==> src/rtl/mem_stage_sram_ctrl.sv <==
// Memory pipeline stage: splits 32-bit loads/stores into two 16-bit SRAM accesses with fixed
// wait states, stalls upstream via ready, and holds the MEM/WB pipeline register.
module mem_stage_sram_ctrl #(
  parameter int unsigned WAIT_CYCLES = 2,
  parameter int unsigned ADDR_BASE   = 1024,
  parameter int unsigned SRAM_AW     = 18
) (
  input  logic               clk,
  input  logic               rst,
  input  logic               wb_enable,
  input  logic               mem_read_enable,
  input  logic               mem_write_enable,
  input  logic [3:0]         dest,
  input  logic [31:0]        alu_out,
  input  logic [31:0]        Val_Rm,
  output logic               ready,
  output logic               wb_enable_out,
  output logic               mem_read_enable_out,
  output logic [3:0]         dest_out,
  output logic [31:0]        alu_out_q,
  output logic [31:0]        mem_data_out,
  output logic [SRAM_AW-1:0] SRAM_ADDR,
  output logic [15:0]        SRAM_DQ_out,
  input  logic [15:0]        SRAM_DQ_in,
  output logic               SRAM_WE_N
);

  localparam int unsigned   CW       = (WAIT_CYCLES > 0) ? $clog2(WAIT_CYCLES + 1) : 1;
  localparam logic [CW-1:0] CNT_LAST = CW'(WAIT_CYCLES);

  typedef enum logic [1:0] {IDLE, LO, HI, DONE} state_t;

  state_t             state;
  logic [CW-1:0]      cnt;
  logic [15:0]        lo_half;
  logic [15:0]        hi_half;
  logic               req;
  logic               is_load;
  logic               phase_last;
  logic [SRAM_AW-2:0] word;

  always_comb begin
    req        = mem_read_enable | mem_write_enable;
    // A simultaneous read+write request is treated as a store only.
    is_load    = mem_read_enable & ~mem_write_enable;
    phase_last = (cnt == CNT_LAST);
    word       = (SRAM_AW-1)'((alu_out - 32'(ADDR_BASE)) >> 2);
    ready      = (!req && (state == IDLE || rst)) || (state == DONE);
  end

  // SRAM pins are registered and set up on the edge entering each phase.
  always_ff @(posedge clk) begin
    if (rst) begin
      state       <= IDLE;
      cnt         <= '0;
      SRAM_WE_N   <= 1'b1;
      SRAM_ADDR   <= '0;
      SRAM_DQ_out <= '0;
      lo_half     <= '0;
      hi_half     <= '0;
    end else begin
      unique case (state)
        IDLE: begin
          if (req) begin
            state       <= LO;
            cnt         <= '0;
            SRAM_ADDR   <= {word, 1'b0};
            SRAM_WE_N   <= ~mem_write_enable;
            SRAM_DQ_out <= mem_write_enable ? Val_Rm[15:0] : '0;
          end
        end
        LO: begin
          if (phase_last) begin
            lo_half     <= SRAM_DQ_in;
            state       <= HI;
            cnt         <= '0;
            SRAM_ADDR   <= {word, 1'b1};
            SRAM_WE_N   <= ~mem_write_enable;
            SRAM_DQ_out <= mem_write_enable ? Val_Rm[31:16] : '0;
          end else begin
            cnt <= cnt + 1'b1;
          end
        end
        HI: begin
          if (phase_last) begin
            hi_half     <= SRAM_DQ_in;
            state       <= DONE;
            cnt         <= '0;
            SRAM_ADDR   <= '0;
            SRAM_WE_N   <= 1'b1;
            SRAM_DQ_out <= '0;
          end else begin
            cnt <= cnt + 1'b1;
          end
        end
        DONE: begin
          state <= IDLE;
        end
        default: begin
          state <= IDLE;
        end
      endcase
    end
  end

  // MEM/WB register: a stalled cycle inserts a bubble so write-back fires exactly once.
  always_ff @(posedge clk) begin
    if (rst || !ready) begin
      wb_enable_out       <= 1'b0;
      mem_read_enable_out <= 1'b0;
      dest_out            <= '0;
      alu_out_q           <= '0;
      mem_data_out        <= '0;
    end else begin
      wb_enable_out       <= wb_enable;
      mem_read_enable_out <= is_load;
      dest_out            <= dest;
      alu_out_q           <= alu_out;
      mem_data_out        <= is_load ? {hi_half, lo_half} : '0;
    end
  end

endmodule

==> config.mk <==
export PLATFORM = sky130hd
export DESIGN_NAME = mem_stage_sram_ctrl
export DESIGN_NICKNAME = d
export VERILOG_FILES = /design/src/rtl/mem_stage_sram_ctrl.sv
export SDC_FILE = /design/constraint.sdc
export NUM_CORES = 1
export LEC_CHECK = 0
export ABC_AREA = 1
export CAP_MARGIN = 25
export CORE_MARGIN = 2
export CORE_UTILIZATION = 45
export CTS_BUF_LIST = sky130_fd_sc_hd__clkbuf_8
export CTS_CLUSTER_DIAMETER = 100
export CTS_CLUSTER_SIZE = 25
export DETAILED_ROUTE_END_ITERATION = 12
export PLACE_DENSITY = 0.93
export SKIP_CTS_REPAIR_TIMING = 1
export SLEW_MARGIN = 20
export SYNTH_ARGS = -nofsm -noshare
export SYNTH_HDL_FRONTEND = slang
export SYNTH_SLANG_ARGS = --single-unit
==> constraint.sdc <==
create_clock -name clk -period 1.7 [get_ports clk]
set_input_delay 0.17 -clock clk [delete_from_list [all_inputs] [get_ports clk]]
set_output_delay 0.17 -clock clk [all_outputs]
set_load 0.02 [all_outputs]
== Word level (Yosys, flattened, before mapping) ==
Index checks and enable logic that the tools add are counted.

* Bits in registers: 141
* Bits of input ports: 89
* Word-level logic and storage cells: 62

* Add/subtract/negate cells: 2
* Eq/ne operators: 7
* Muxes and demuxes: 21
* Bitwise gates (word level): 4
* Reductions and logical operators: 16

{| class="wikitable"
|+ Operators by type and width
! kind !! count
|-
| $mux 16 || 5
|-
| $mux 18 || 3
|-
| $pmux 18 s3 || 1
|-
| $pmux 16 s3 || 1
|-
| $sub 19x11->19 const B || 1
|-
| $mux 2 || 5
|-
| $pmux 2 s4 || 1
|-
| $eq 2x2->1 const B || 3
|-
| $ne 2x2->1 const B || 3
|-
| $reduce_and 2->1 || 3
|-
| $pmux 2 s2 || 1
|-
| $reduce_and 4->1 || 1
|-
| $reduce_or 2->1 || 2
|-
| $logic_or 1x1->1 || 3
|-
| $mux 1 || 3
|-
| $pmux 1 s3 || 1
|-
| $reduce_and 3->1 || 1
|-
| $reduce_bool 3->1 || 1
|-
| $add 2x1->2 const B || 1
|-
| $eq 2x1->1 const B || 1
|-
| $logic_not 1->1 || 2
|-
| $logic_not 2->1 || 1
|-
| $not 1->1 || 2
|-
| $reduce_bool 2->1 || 1
|-
| 3 further kinds || 3
|}

== Depth between registers and ports, before layout ==
* Depth after elaboration: 7
* Depth in mapped cells: 11
* Gate-level depth less buffers: 9

== Worst setup path after synthesis ==
Ideal clock, no wire load.

* Kind: reg2reg
* Start: register state[1]
* End: register SRAM_ADDR[1]
* Arrival: 1,497 ps
* Required time: 1,631 ps
* Setup slack: 134 ps
* Stages on the path, launching flop included: 12
* Path buffers: 2
* Cell sequence: dfxtp_1 inv_1 ha_1 buf_4 inv_2 nand2_1 nand2_2 nand3_4 nor2_4 buf_6 nand2_2 a21oi_2

* Word-level cells in the longest chain between the ends: 3
* Elaborated cells on any way between the ends: 9

{| class="wikitable"
|+ Ends and longest elaborated chain
! what !! RTL line !! source
|-
| from (decl) || 33 || <nowiki>state_t state;</nowiki>
|-
| from (signal assigned) || 54 || <nowiki>state <= IDLE;</nowiki>
|-
| from (signal assigned) || 65 || <nowiki>state <= LO;</nowiki>
|-
| from (signal assigned) || 75 || <nowiki>state <= HI;</nowiki>
|-
| $eq 2x1->1 (tied with other cells) || 62 || <nowiki>unique case (state)</nowiki>
|-
| $ne 2x2->1 (no source line) or $reduce_bool 3->1 (tied branches) || n/a ||
|-
| $reduce_and 4->1 (no source line) || n/a ||
|-
| to (signal assigned) || 67 || <nowiki>SRAM_ADDR <= {word, 1'b0};</nowiki>
|-
| to (signal assigned) || 77 || <nowiki>SRAM_ADDR <= {word, 1'b1};</nowiki>
|-
| to (decl) || 22 || <nowiki>output logic [SRAM_AW-1:0] SRAM_ADDR,</nowiki>
|}

Parallel ways exist; a longest one is shown, timed or not.
A chain may end at the register's enable or synchronous reset.

== Final worst setup path ==
* Start: register state[1]
* End: output ready

* Word-level cells in the longest chain between the ends: 4
* Elaborated cells on any way between the ends: 5

{| class="wikitable"
|+ Ends and longest elaborated chain
! what !! RTL line !! source
|-
| $logic_not 2->1 || 48 || <nowiki>ready = (!req && (state == IDLE || rst)) || (state == DONE);</nowiki>
|-
| $logic_or 1x1->1 || 48 ||
|-
| $logic_and 1x1->1 || 48 ||
|-
| $logic_or 1x1->1 (*) || 48 ||
|-
| to (decl) || 16 || <nowiki>output logic ready,</nowiki>
|}

Mark *: on every way between the ends. The rest lies on a longest branch, timed or not.

==> flow_summary.ini <==
[run_status]
status = complete, no violations

[power_and_ir_drop]
peakVddDrop_mv = 1.29
power.total_uw = 10700
power.leakage_uw = 0.00303
pwr-share-comb = 0.383
power_switching_uw = 3910
p_seq_frac = 0.376
power_density_mw_per_mm2 = 1430
clockPowerShare = 0.241
p_sw_frac = 0.365
p_int_uw = 6810

[critical_path]
critical_path_buf_inv_count = 2
cp-start-kind = flip-flop
crit_chain = inv_1 -> ha_4 -> o21ai_2 -> nand2_1 -> clkbuf_2
crit_path_max_fanout = 4
crit_path_end_kind = output port
critPathArrivalTime_ns = 1.43
worstPathRequired_ns = 1.53
critPathTopFamily = flip-flops
crit_type = flip-flop to output port
critPathSlowestCell = dfxtp_2
max_stage_delay_ns = 0.34

[placed_design]
gp_congestion = 0.878
dp_hpwl_um = 9370
place_ws_ns = -0.0344
place_inst = 927
io_buffers = 194

[die]
core_mm2 = 0.0107
dieArea_mm2 = 0.0118
die_h_um = 109
ios = 195
row_count = 38
start_util = 0.459
fp.dieW_um = 109

[routing]
wl_met3_um = 1230
wl_per_cell_um = 13.7
viasPerCell = 4.74
drtAntennaViolNets = 0
finalWirelength_um = 13200
dr.first_iter.drc_count = 202
vias = 4549
wl_met2_um = 6350
wl_met1_um = 5260
highest_layer = met4
first_pass_iters = 6
drc = 0

[grt]
antenna_found_initial = 0
grt_usage = 0.227
grt_pass1_wl_um = 20500
first_global_vias = 4517
overflow = 0
grt_max_degree = 38

[clock_tree]
cts_tree = yes
clk_pin_slew_ns = 0.08
cts.path.max_buffers = 2
cts.sinks = 141
insertion_delay_ns = 0.43
numCtsBuffers = 17
clk_root_buffer_cell = clkbuf_8
htreeDepth = 4

[sta]
setup_viol = 0
hold_viol = 0
drv_slew = 0
fmax_mhz = 624
fin_crit_sh = 0.942
skew_ns = 0.0100
relSlewSlack = 0.732
setup_tns_ns = 0
period_needed_ns = 1.60
tightest_slew_ns = 0.397
setup_ws_ns = 0.0986

[cells_and_area]
final_common_cell = clkdlybuf4s50_1
n_fill_cell = 815
area_growth_pct = 52.5
drive_above_1_share = 0.101
final_cells = 959
insertedDiodeCount = 0
final_cell_mix = clkdlybuf4s50_1 (192), dfxtp_1 (140), nor2_1 (95)
nets = 900

[synthesis]
synth_cell_type_count = 24
avgSynthCellArea_um2 = 8.17
syn_area_mm2 = 0.00493
synth_cells = 604
synth_top_area_share = 0.572
synthTopCellsByArea = dfxtp_1 (57%), a21oi_1 (7.7%), nor2_1 (7.2%), inv_1 (6.2%), nand2_1 (6.0%)
seq_area_frac_synth = 0.572
synth_warnings = 0
yosysTopAreaCell = dfxtp_1
ys_ff_latch = 141
syn_nets = 698

[hold_path]
hold_class = primary input to flip-flop

[run]
drv_cap = 0
-- worst paths after layout --
| check | start | to | slack [ns] | cells after the start |
|---|---|---|---|---|
| max | state[1]$_SDFFE_PP0P_ | ready | 0.1 | 5 |
| min | alu_out[23] | alu_out_q[23]$_SDFF_PP0_ | 0.25 | 3 |
| max reg2reg | state[0]$_SDFFE_PP0P_ | SRAM_ADDR[8]$_SDFFE_PP0P_ | 0.14 | 10 |
| min reg2reg | hi_half[15]$_SDFFE_PP0P_ | mem_data_out[31]$_SDFF_PP0_ | 0.44 | 2 |
-- flip-flops by register name, indices dropped and copies added (netlist names) --
signal	cells
SRAM_ADDR	18
SRAM_DQ_out	16
alu_out_q	32
dest_out	4
mem_data_out	32
hi_half	16
wb_enable_out	1
lo_half	16
cnt	2
SRAM_WE_N	1
mem_read_enable_out	1
state	2
-- power groups by stage --
stage          Sequential, µW  Combinational (µW)  Clock, µW
6_report                 4040                4100       2580
5_1_grt                  4080                4450       2800
4_1_cts                  4030                4040       2630
3_5_place_dp             4100                4000          0
3_3_place_gp             4080                3910          0
2_1_floorplan            4520                1900          0
-- layout make-up --
type | instances | area, µm² | share of cell area
clock buffers | 17 | 234 | 0.0311
clock inverters | 15 | 150 | 0.0200
inverters | 86 | 328 | 0.0436
multi-input cells | 347 | 1660 | 0.221
flip-flops and latches | 141 | 2820 | 0.375
well taps | 140 | 175 | 0.0233
repair buffers | 213 | 2150 | 0.286
-- per-layer routing --
| layer | GRT usage | vias up |
|---|---|---|
| li1 | - | 2271 |
| met1 | 0.243 | 2060 |
| met2 | 0.387 | 190 |
| met3 | 0.105 | 28 |
| met4 | 0.0907 | 0 |
| met5 | 0 | - |
-- worst reg2reg max path, delay by kind of cell (launching register included) --
kind / cells / cell delay (ns)
and+or+nand+nor: 5 / 0.46
buffers and inverters: 3 / 0.37
DFF: 1 / 0.32
adders and majority gates: 1 / 0.22
AOI/OAI and AO/OA: 1 / 0.13
-- through the flow --
stage / instance area, µm² / hold slack [ns] / util
2_1_floorplan: 4930 / 0.282 / -
3_3_place_gp: 7110 / 0.422 / 0.662
3_5_place_dp: 7110 / 0.426 / 0.662
4_1_cts: 7500 / 0.231 / 0.698
5_1_grt: 7520 / 0.223 / 0.700
6_report: 7520 / 0.254 / 0.700
-- Yosys cell counts (all sizes together) --
library cell and n:
dfxtp 141, nor2 97, nand2 91, a21oi 87, inv 85, o21ai 56, buf 17, clkbuf 13
ha 5, nand3 4, nor3 3, xor2 3, a31oi 1, clkinv 1
-- cell families after synthesis --
| logic type | Yosys count | synth area share |
|---|---|---|
| buffers and inverters | 116 | 0.0941 |
| adder cells (fa/ha/maj) | 5 | 0.0127 |
| AO/OA/AOI/OAI | 144 | 0.155 |
| AND/OR/NAND/NOR | 195 | 0.161 |
| XOR/XNOR | 3 | 0.00533 |
| flip-flops | 141 | 0.572 |
Note: power is estimated with default switching activity, not from simulation.
